<file path="config.mk">
export PLATFORM = sky130hd
export DESIGN_NAME = jtframe_sdram_arb_flat
export DESIGN_NICKNAME = d
export VERILOG_FILES = /design/src/rtl/jtframe_sdram_arb_pkg.sv /design/src/rtl/jtframe_sdram_arb_if.sv /design/src/rtl/jtframe_rr_pick.sv /design/src/rtl/jtframe_sdram_arb.sv /design/src/flat_wrapper.sv
export SDC_FILE = /design/constraint.sdc
export NUM_CORES = 1
export LEC_CHECK = 0
export ABC_AREA = 1
export BUFFER_PORTS_ARGS = -buffer_cell sky130_fd_sc_hd__buf_2
export CORE_AREA = 2 2 114 116
export CTS_CLUSTER_SIZE = 8
export DETAILED_ROUTE_END_ITERATION = 16
export DIE_AREA = 0 0 116 118
export HOLD_SLACK_MARGIN = 0.02
export PLACE_DENSITY = 0.76
export SYNTH_ARGS = -nofsm -noshare
export SYNTH_HDL_FRONTEND = slang
export SYNTH_SLANG_ARGS = --single-unit
</file>
<file path="constraint.sdc">
create_clock -name clk -period 3.24 [get_ports clk]
set_clock_uncertainty 0.15 [all_clocks]
set_input_delay 0.486 -clock clk [delete_from_list [all_inputs] [get_ports clk]]
set_output_delay 0.486 -clock clk [all_outputs]
set_load 0.02 [all_outputs]
</file>
<file path="src/rtl/jtframe_sdram_arb_pkg.sv">
// Shared types and helpers for the jtframe SDRAM slot arbiters.
// Contents: arbiter state encoding, grant-index width helper, and the
// round-robin pick function used by jtframe_rr_pick.
//
// rr_pick works on a fixed MAX_SLOT-wide request vector so that one function
// serves every arbiter size. Callers zero-extend their requests and pointer,
// and pass the real slot count in n. The pointer must be below n.
package jtframe_arb_pkg;

    typedef enum logic [1:0] {
        IDLE = 2'd0,
        REQ  = 2'd1,
        WAIT = 2'd2,
        DONE = 2'd3
    } arb_state_t;

    localparam int MAX_SLOT = 8;
    localparam int IDX_W    = $clog2(MAX_SLOT);

    typedef struct packed {
        logic             vld;
        logic [IDX_W-1:0] idx;
    } pick_t;

    // A single slot still needs a 1-bit index.
    function automatic int gnt_w(input int n);
        return (n > 1) ? $clog2(n) : 1;
    endfunction

    // Returns the first set request at or after ptr, wrapping modulo n.
    // The loop scans from the farthest distance down to the nearest one.
    // As a result, the nearest requester is the last match to be written.
    function automatic pick_t rr_pick(input logic [MAX_SLOT-1:0] req,
                                      input logic [IDX_W-1:0]    ptr,
                                      input int                  n);
        pick_t            p;
        int               j;
        logic [IDX_W-1:0] j_idx;
        p = '0;
        for (int i = MAX_SLOT - 1; i >= 0; i--) begin
            j = int'(ptr) + i;
            if (j >= n) begin
                j = j - n;
            end
            j_idx = j[IDX_W-1:0];
            if ((i < n) && (j >= 0) && (j < n) && req[j_idx]) begin
                p.vld = 1'b1;
                p.idx = j_idx;
            end
        end
        return p;
    endfunction

endpackage

</file>
<file path="src/rtl/jtframe_sdram_arb_if.sv">
// Game-side SDRAM controller port, shared by the slot arbiter and the
// framework SDRAM controller.
// master: arbiter (drives request, address, direction, mask, write data)
// slave : controller (drives ack, read data, data-ready)
interface jtframe_sdram_arb_if #(
    parameter int AW = 22
);
    logic          sdram_req;
    logic          sdram_ack;
    logic [AW-1:0] sdram_addr;
    logic          sdram_rnw;
    logic [1:0]    sdram_wrmask;   // active-low byte mask
    logic [15:0]   data_write;
    logic [31:0]   data_read;
    logic          data_rdy;

    modport master (
        output sdram_req,
        output sdram_addr,
        output sdram_rnw,
        output sdram_wrmask,
        output data_write,
        input  sdram_ack,
        input  data_read,
        input  data_rdy
    );

    modport slave (
        input  sdram_req,
        input  sdram_addr,
        input  sdram_rnw,
        input  sdram_wrmask,
        input  data_write,
        output sdram_ack,
        output data_read,
        output data_rdy
    );
endinterface

</file>
<file path="src/rtl/jtframe_rr_pick.sv">
// Round-robin priority encoder: first asserted request at or after ptr.
// Ports: req (NSLOT levels), ptr (start index) -> idx (winner), vld (any req).
// Purely combinational, so there is no latency and no backpressure.
module jtframe_rr_pick
    import jtframe_arb_pkg::*;
#(
    parameter int NSLOT = 4,
    parameter int GW    = gnt_w(NSLOT)
) (
    input  logic [NSLOT-1:0] req,
    input  logic [GW-1:0]    ptr,
    output logic [GW-1:0]    idx,
    output logic             vld
);

    logic [MAX_SLOT-1:0] req_x;
    logic [IDX_W-1:0]    ptr_x;
    pick_t               p;

    always_comb begin
        req_x            = '0;
        req_x[NSLOT-1:0] = req;
        ptr_x            = '0;
        ptr_x[GW-1:0]    = ptr;
        p                = rr_pick(req_x, ptr_x, NSLOT);
    end

    assign idx = p.idx[GW-1:0];
    assign vld = p.vld;

endmodule

</file>
<file path="src/rtl/jtframe_sdram_arb.sv">
// Round-robin arbiter that shares the game SDRAM port among NSLOT slots.
// Inputs: clk, rst, downloading/loop_rst (grant blocking), and per-slot
// req/addr/rnw/wrmask/din.
// Outputs: slot_ok/slot_err (one-cycle pulses), slot_dout, busy, and the
// sdram master port.
//
// Latency: the grant registers on the first edge after slot_req. slot_ok
// rises one cycle after data_rdy.
// Backpressure: slot_req is held until slot_ok. The controller stalls the
// arbiter through sdram_ack and data_rdy.
//
// One transaction is in flight at a time. Address, direction, mask and
// write data are captured on the grant edge. They stay stable until the next
// grant, so slot inputs may change freely once granted.
module jtframe_sdram_arb
    import jtframe_arb_pkg::*;
#(
    parameter int NSLOT = 4,
    parameter int AW    = 22,
    parameter int TOUT  = 255
) (
    input  logic                clk,
    input  logic                rst,
    input  logic                downloading,
    input  logic                loop_rst,

    input  logic [NSLOT-1:0]    slot_req,
    input  logic [NSLOT*AW-1:0] slot_addr,
    input  logic [NSLOT-1:0]    slot_rnw,
    input  logic [NSLOT*2-1:0]  slot_wrmask,
    input  logic [NSLOT*16-1:0] slot_din,
    output logic [NSLOT-1:0]    slot_ok,
    output logic [31:0]         slot_dout,
    output logic [NSLOT-1:0]    slot_err,

    jtframe_sdram_arb_if.master sdram,

    output logic                busy
);

    localparam int GW = gnt_w(NSLOT);
    localparam int CW = (TOUT > 0) ? $clog2(TOUT + 1) : 1;

    arb_state_t        state_q, state_d;
    logic [GW-1:0]     grant_q;
    logic [GW-1:0]     ptr_q;
    logic [CW-1:0]     cnt_q;
    logic [AW-1:0]     addr_q;
    logic              rnw_q;
    logic [1:0]        wrmask_q;
    logic [15:0]       din_q;
    logic [31:0]       dout_q;

    logic [GW-1:0]     pick_idx;
    logic              pick_vld;
    logic              tout_hit;
    logic              grant_now;
    logic [GW-1:0]     ptr_next;
    logic [AW-1:0]     addr_sel;
    logic              rnw_sel;
    logic [1:0]        wrmask_sel;
    logic [15:0]       din_sel;
    logic [NSLOT-1:0]  grant_oh;

    jtframe_rr_pick #(
        .NSLOT (NSLOT),
        .GW    (GW)
    ) u_pick (
        .req   (slot_req),
        .ptr   (ptr_q),
        .idx   (pick_idx),
        .vld   (pick_vld)
    );

    // Route the winning slot's request fields to the capture registers.
    always_comb begin
        addr_sel   = '0;
        rnw_sel    = 1'b0;
        wrmask_sel = '0;
        din_sel    = '0;
        for (int i = 0; i < NSLOT; i++) begin
            if (pick_idx == GW'(i)) begin
                addr_sel   = slot_addr[i*AW +: AW];
                rnw_sel    = slot_rnw[i];
                wrmask_sel = slot_wrmask[i*2 +: 2];
                din_sel    = slot_din[i*16 +: 16];
            end
        end
    end

    // The slot just served, or just timed out, drops to lowest priority.
    assign ptr_next = (grant_q == GW'(NSLOT - 1)) ? '0 : grant_q + GW'(1);
    assign grant_oh = {{(NSLOT-1){1'b0}}, 1'b1} << grant_q;

    // Next-state and pulse outputs
    always_comb begin
        state_d   = state_q;
        tout_hit  = 1'b0;
        grant_now = 1'b0;
        unique case (state_q)
            IDLE: begin
                // The gating inputs only block new grants. A transaction
                // already past IDLE always runs to completion.
                if (!downloading && !loop_rst && pick_vld) begin
                    grant_now = 1'b1;
                    state_d   = REQ;
                end
            end
            REQ: begin
                // data_rdy is ignored here. The controller has not
                // accepted the request yet.
                if (sdram.sdram_ack) begin
                    state_d = WAIT;
                end
            end
            WAIT: begin
                // data_rdy wins over a timeout in the same cycle.
                // A stray ack in this state is ignored.
                if (sdram.data_rdy) begin
                    state_d = DONE;
                end else if ((TOUT != 0) && (cnt_q == CW'(TOUT))) begin
                    tout_hit = 1'b1;
                    state_d  = IDLE;
                end
            end
            DONE: begin
                state_d = IDLE;
            end
            default: begin
                state_d = IDLE;
            end
        endcase
    end

    // State, grant, pointer and captured request
    always_ff @(posedge clk) begin
        if (rst) begin
            state_q  <= IDLE;
            grant_q  <= '0;
            ptr_q    <= '0;
            cnt_q    <= '0;
            addr_q   <= '0;
            rnw_q    <= 1'b0;
            wrmask_q <= '0;
            din_q    <= '0;
            dout_q   <= '0;
        end else begin
            state_q <= state_d;

            if (grant_now) begin
                grant_q  <= pick_idx;
                addr_q   <= addr_sel;
                rnw_q    <= rnw_sel;
                wrmask_q <= wrmask_sel;
                din_q    <= din_sel;
            end

            // The counter is held clear while waiting for ack. It then
            // counts the cycles spent in WAIT.
            if (state_q == REQ) begin
                cnt_q <= '0;
            end else if (state_q == WAIT) begin
                cnt_q <= cnt_q + CW'(1);
            end

            if ((state_q == WAIT) && sdram.data_rdy) begin
                dout_q <= sdram.data_read;
            end

            if ((state_q == DONE) || tout_hit) begin
                ptr_q <= ptr_next;
            end
        end
    end

    assign slot_ok   = (state_q == DONE) ? grant_oh : '0;
    assign slot_err  = tout_hit ? grant_oh : '0;
    assign slot_dout = dout_q;
    assign busy      = (state_q != IDLE);

    assign sdram.sdram_req    = (state_q == REQ);
    assign sdram.sdram_addr   = addr_q;
    assign sdram.sdram_rnw    = rnw_q;
    assign sdram.sdram_wrmask = wrmask_q;
    assign sdram.data_write   = din_q;

endmodule

</file>
<file path="src/flat_wrapper.sv">
// flat-port wrapper written by rule: the top's interface ports become plain ports
module jtframe_sdram_arb_flat import jtframe_arb_pkg::*;
#(
    parameter int NSLOT = 4,
    parameter int AW    = 22,
    parameter int TOUT  = 255
)
  (clk, rst, downloading, loop_rst, slot_req, slot_addr, slot_rnw, slot_wrmask, slot_din, slot_ok, slot_dout, slot_err, busy, sdram_sdram_req, sdram_sdram_addr, sdram_sdram_rnw, sdram_sdram_wrmask, sdram_data_write, sdram_sdram_ack, sdram_data_read, sdram_data_rdy);
  jtframe_sdram_arb_if #(.AW(AW)) sdram_i ();
  input  logic clk;
  input  logic rst;
  input  logic downloading;
  input  logic loop_rst;
  input  logic [NSLOT-1:0] slot_req;
  input  logic [NSLOT*AW-1:0] slot_addr;
  input  logic [NSLOT-1:0] slot_rnw;
  input  logic [NSLOT*2-1:0] slot_wrmask;
  input  logic [NSLOT*16-1:0] slot_din;
  output logic [NSLOT-1:0] slot_ok;
  output logic [31:0] slot_dout;
  output logic [NSLOT-1:0] slot_err;
  output logic busy;
  output wire logic [$bits(sdram_i.sdram_req)-1:0] sdram_sdram_req;
  output wire logic [$bits(sdram_i.sdram_addr)-1:0] sdram_sdram_addr;
  output wire logic [$bits(sdram_i.sdram_rnw)-1:0] sdram_sdram_rnw;
  output wire logic [$bits(sdram_i.sdram_wrmask)-1:0] sdram_sdram_wrmask;
  output wire logic [$bits(sdram_i.data_write)-1:0] sdram_data_write;
  input wire logic [$bits(sdram_i.sdram_ack)-1:0] sdram_sdram_ack;
  input wire logic [$bits(sdram_i.data_read)-1:0] sdram_data_read;
  input wire logic [$bits(sdram_i.data_rdy)-1:0] sdram_data_rdy;
  assign sdram_sdram_req = sdram_i.sdram_req;
  assign sdram_sdram_addr = sdram_i.sdram_addr;
  assign sdram_sdram_rnw = sdram_i.sdram_rnw;
  assign sdram_sdram_wrmask = sdram_i.sdram_wrmask;
  assign sdram_data_write = sdram_i.data_write;
  assign sdram_i.sdram_ack = sdram_sdram_ack;
  assign sdram_i.data_read = sdram_data_read;
  assign sdram_i.data_rdy = sdram_data_rdy;
  jtframe_sdram_arb #(.NSLOT(NSLOT), .AW(AW), .TOUT(TOUT)) u_core (.clk(clk), .rst(rst), .downloading(downloading), .loop_rst(loop_rst), .slot_req(slot_req), .slot_addr(slot_addr), .slot_rnw(slot_rnw), .slot_wrmask(slot_wrmask), .slot_din(slot_din), .slot_ok(slot_ok), .slot_dout(slot_dout), .slot_err(slot_err), .sdram(sdram_i), .busy(busy));
endmodule
</file>
### Word level (Yosys, flattened, before mapping)

Cells that the tools add are included.
W data, S select, Z words.

| word-level totals | value |
|---|---|
| memory bits (writable) | 0 |
| bits in latches | 0 |
| memories kept | 0 |
| memory bits (read-only) | 0 |
| logic and storage cells | 110 |
| register bits | 87 |
| output and inout port bits | 83 |
| input bits | 206 |

| operators by class | value |
|---|---|
| div/mod/pow operators | 0 |
| magnitude comparators | 16 |
| reductions and logical operators | 19 |
| shifts and indexed selects | 1 |
| mux-type cells | 45 |
| multiply operators | 0 |
| bitwise gates (word level) | 0 |
| add/subtract/negate cells | 9 |
| equality and inequality tests | 11 |

Operators with widths:

| operator | count |
|---|---|
| $ge A32 B1 Y1 const B | 4 |
| $lt A32 B4 Y1 const B | 4 |
| $mux W32 | 4 |
| $mux W22 | 4 |
| $mux W16 | 4 |
| $mux W4 | 6 |
| $mux W2 | 9 |
| $lt A3 B4 Y1 const B | 4 |
| $mux W1 | 13 |
| $bmux W1 S3 | 4 |
| $sub A3 B3 Y4 const B | 3 |
| $logic_and A1 B1 Y1 | 11 |
| $eq A2 B2 Y1 const B | 5 |
| $ge A3 B3 Y1 const B | 3 |
| $add A8 B1 Y8 const B | 1 |
| $eq A8 B8 Y1 const B | 1 |
| $pmux W2 S4 | 1 |
| $add A2 B2 Y3 const B | 2 |
| $eq A2 B1 Y1 const B | 2 |
| $logic_not A2 Y1 | 2 |
| $ne A2 B1 Y1 const B | 2 |
| $shl A1 B2 Y4 const A | 1 |
| $sub A2 B3 Y4 const B | 1 |
| $add A2 B1 Y3 const B | 1 |
| 8 further kinds | 9 |

### Longest topological paths before layout

| depth | value |
|---|---|
| depth in word-level cells | 15 |
| mapped depth | 18 |
| depth with buffers taken out | 15 |

### Modules after synthesis

Synthesis repeated with hierarchy kept, for this count alone.

| unflattened totals | value |
|---|---|
| cell total of the unflattened synthesis | 761 |
| area total of the unflattened synthesis | 4,864.7 µm² |

Modules (own cells, without submodules):

| module | times used | area each (µm²) | cells an instance |
|---|---|---|---|
| jtframe_sdram_arb | 1 | 4,501.8 | 700 |
| jtframe_rr_pick | 1 | 362.8 | 61 |

### Worst setup path before layout

Ideal clock, no wire load.

| timing path | value |
|---|---|
| path kind | register to register |
| from | reg u_core.ptr_q[0] |
| to | reg u_core.din_q[13], in the netlist u_core.sdram.data_write[13] |
| slack | 0.906 ns |
| path buffers | 3 |
| data required time | 2.973 ns |
| stages on the path, launching flop included | 18 |
| arrival time | 2.067 ns |
| cells stage by stage | dfxtp_1 buf_6 inv_8 ha_1 inv_1 o211ai_1 o21bai_4 nand2_2 nand2_4 nand2_4 buf_12 nand2_2 inv_2 buf_6 nand2_1 nand3_1 nor2_1 nor2_1 |

| between the ends | value |
|---|---|
| word-level cells in the longest chain between the ends | 15 |
| elaborated cells between the ends (all ways) | 54 |
| classes of those cells | add/sub: 7; order compare: 12; eq/ne: 3; mux: 22; reduce/logical: 10 |

Ends and longest elaborated chain:

| element | RTL line | RTL |
|---|---|---|
| start, declared | jtframe_sdram_arb.sv:46 | `logic [GW-1:0] ptr_q;` |
| start signal, assigned | jtframe_sdram_arb.sv:171 | `ptr_q <= ptr_next;` |
| $add A2 B2 Y3 | jtframe_sdram_arb_pkg.sv:41 | `j = int'(ptr) + i;` |
| $sub A3 B3 Y4 or $ge A3 B3 Y1 (tied branches) | jtframe_sdram_arb_pkg.sv:43, jtframe_sdram_arb_pkg.sv:42 |  |
| $mux W32 | jtframe_sdram_arb_pkg.sv:42 | `if (j >= n) begin` |
| $ge A32 B1 Y1, or another cell as far along | jtframe_sdram_arb_pkg.sv:46 | `if ((i < n) && (j >= 0) && (j < n) && req[j_idx]) begin` |
| $logic_and A1 B1 Y1 or $mux W1 (tied branches) | jtframe_sdram_arb_pkg.sv:46 |  |
| $logic_and A1 B1 Y1 | jtframe_sdram_arb_pkg.sv:46 |  |
| $mux W4 (3 in series) | jtframe_sdram_arb_pkg.sv:46 |  |
| $mux W4 (*) | jtframe_sdram_arb_pkg.sv:46 |  |
| $logic_not A2 Y1 | jtframe_sdram_arb.sv:82 | `if (pick_idx == GW'(i)) begin` |
| $mux W16 (4 in series) | jtframe_sdram_arb.sv:82 |  |
| end signal, assigned | jtframe_sdram_arb.sv:155 | `din_q <= din_sel;` |
| end, declared | jtframe_sdram_arb.sv:51 | `logic [15:0] din_q;` |

Mark *: on every way between the ends. The rest lies on a longest branch, timed or not. The select of a mux whose other input is x is not followed.
A chain may end at the register's enable or synchronous reset.

### Worst setup path in the final report

| timing path | value |
|---|---|
| from | reg u_core.ptr_q[1] |
| to | reg u_core.din_q[13], in the netlist u_core.sdram.data_write[13] |

The elaborated chain is that of the path after synthesis.

==> flow_summary.toml <==
[setup_path]
crit_start = "u_core.ptr_q[1]"
worstPathArrival_ns = 2.85
rr_worst_depth = 15
worstReg2RegStart = "u_core.ptr_q[1]"
cp_max_fo = 41
reg2reg_to = "u_core.sdram.data_write[13]"
path_class = "reg -> reg"
startpoint_type = "register"
endpoint_kind = "register"
required_ns = 3.32
reg2reg_slack_ns = 0.47

[route]
wirelength_microns = 16600
drtIter0Drc = 399
wl_per_cell_microns = 13.8
vias_per_cell = 5.00
drt_pass1_iterations = 7
drtAntennaViolNets = 0
drc_errors = 0
num_vias = 6048

[synthesis]
seq_area_frac_synth = 0.338
synth.distinct_cells = 38
syn-cell-area_sq_um = 5150
avgSynthCellArea_sq_um = 6.67
synth_seq_cells = 87
synthCells = 772
syn_nets = 988
synth_warnings = 0

[sta]
timing.final.hold_violations = 0
max-slew-margin-rel = 0.596
fmax_mhz = 360
rsz0062_at_grt = "false"
report.final.slew_viol_count = 0
post-route-period-util = 0.856
fin_crit_ns = 2.77
worstMarginPinSlew_ns = 0.606
setup-tns-final_ns = 0
setup_viol = 0

[worst_hold_path]
whs_path_depth = 3
hold_class = "in -> reg"
min-delay-start = "sdram_data_read[8]"
whs_endpoint = "u_core.slot_dout[8]"

[global_route]
overflow = 0
grt_pass1_wl_microns = 26000
antenna_found_initial = 0
grt_max_degree = 46
grt_pass1_vias = 5552
grt_usage = 0.234

[layout]
layoutNonFillerInstCount = 1209
area_growth_pct = 34.7
final_util = 0.559
n_antenna_cell = 0
fin_nets = 1248
final_cell_mix = "buf_2 (288), nand2_1 (166), nand3_1 (148)"
drive_above_1_share = 0.349
fill_cells = 1278
final_common_cell = "buf_2"

[power]
p_per_area_nw_per_um2 = 579
leakage_nw = 3.47
vdd_drop_max_uv = 232

[placement]
detailed_place_hpwl_microns = 12800
dp_cells = 1193
gp_congestion = 0.859
port_buffers = 288

[floorplan]
die-area_sq_um = 13700
pin_count = 289
die_x_microns = 116
start_util = 0.415
std_cell_rows = 41
core_sq_um = 12400
die_y_microns = 118

[clock_tree]
post_cts_buffers = 0
numCtsBuffers = 9
cts.sinks = 87
clkLatencyLatePin_ns = 0.33
clockBufferDepth = 2
cts_tree = "yes"
h-tree-depth = 3
cts_root_buf = "clkbuf_16"
cts_hold_buffers = 0
cts_resized = 0
clkSlewWorstSetupHoldPaths_ns = 0.07

[run]
cap_violations = 0

[run_status]
status = "complete, no violations"
[sequential cells by signal, summed over array words and instances (netlist names)]
register                   count
u_core.ptr_q                   2
u_core.sdram.sdram_rnw         1
u_core.slot_dout              32
u_core.grant_q                 2
u_core.sdram.sdram_addr       22
u_core.sdram.data_write       16
u_core.cnt_q                   8
u_core.sdram.sdram_wrmask      2
u_core.state_q                 2
[power by group]
| part | switching, mW | total (mW) | internal, mW |
|---|---|---|---|
| clock network | 0.450 | 1.13 | 0.684 |
| registers | 0.0745 | 1.27 | 1.19 |
| logic | 1.05 | 1.61 | 0.564 |
| total | 1.57 | 4.01 | 2.44 |
[cells by family after synthesis]
family                   Yosys count  synth area share
adder cells (fa/ha/maj)           10            0.0243
buffers and inverters            125             0.115
AO/OA/AOI/OAI                    153             0.164
XOR/XNOR                           1           0.00170
AND/OR/NAND/NOR                  396             0.356
flip-flops                        87             0.338
[Yosys cell counts (all sizes together)]
master,count,area share
nand4,4,0.0061
inv,72,0.054
o21ai,47,0.046
o2111ai,1,0.0017
ha,10,0.024
o211ai,1,0.0015
nand3b,2,0.0029
nor2,50,0.043
clkbuf,20,0.015
xor2,1,0.0017
nor3,4,0.0039
nor3b,1,0.0015
a21oi,99,0.10
nand3,154,0.16
a211oi,2,0.0029
dfxtp,87,0.34
o21bai,1,0.0036
a21boi,1,0.0036
or2,2,0.0024
a41oi,1,0.0017
buf,33,0.046
nand2,179,0.14
[layout make-up]
type / count / area, sq um / share of cell area
inverter: 72 / 278 / 0.0401
multi-input combinational: 560 / 2810 / 0.406
clock buffer: 9 / 225 / 0.0325
tap: 172 / 215 / 0.0310
clock inverter: 7 / 103 / 0.0148
timing repair buffer: 302 / 1560 / 0.225
sequential: 87 / 1740 / 0.251
[routing by layer]
layer,wire (microns),GRT usage,up-vias
met5,0,0,-
met4,392,0.0841,0
met3,1240,0.0505,32
met2,8220,0.412,238
met1,6790,0.277,2711
li1,-,-,3067
[worst max-delay path by stage]
stage / endpoint / slack [ns]
floorplan: u_core.sdram.data_write[13] / 0.91
global placement: u_core.sdram.data_write[13] / 0.53
detailed placement: u_core.sdram.data_write[13] / 0.47
CTS: u_core.sdram.data_write[13] / 0.46
global route: u_core.sdram.data_write[7] / 0.16
finish: u_core.sdram.data_write[13] / 0.47
[critical path, stage by stage, from the launching register on]
cell,delay [ns]
dfxtp_1,0.45
inv_1,0.14
ha_1,0.32
inv_1,0.15
nand3_2,0.11
nand3_4,0.12
nand2_1,0.09
nand2_1,0.06
nand2_1,0.07
nand2_4,0.33
buf_12,0.25
nor2_8,0.09
nand2_1,0.09
nand3_1,0.07
nor2_1,0.10
nor2_1,0.05
[per-stage QoR]
step / setup slack [ns] / hold slack, ns / power, mW / cell area (sq um)
final: 0.465 / 0.268 / 4.01 / 6930
after global routing: 0.155 / 0.273 / 4.28 / 6930
after CTS: 0.462 / 0.255 / 4.04 / 6930
after detailed placement: 0.469 / 0.302 / 2.90 / 6610
after global placement: 0.529 / 0.298 / 2.88 / 6610
after floorplan: 0.906 / 0.295 / 2.47 / 5150
Note: power is estimated with default switching activity, not from simulation.
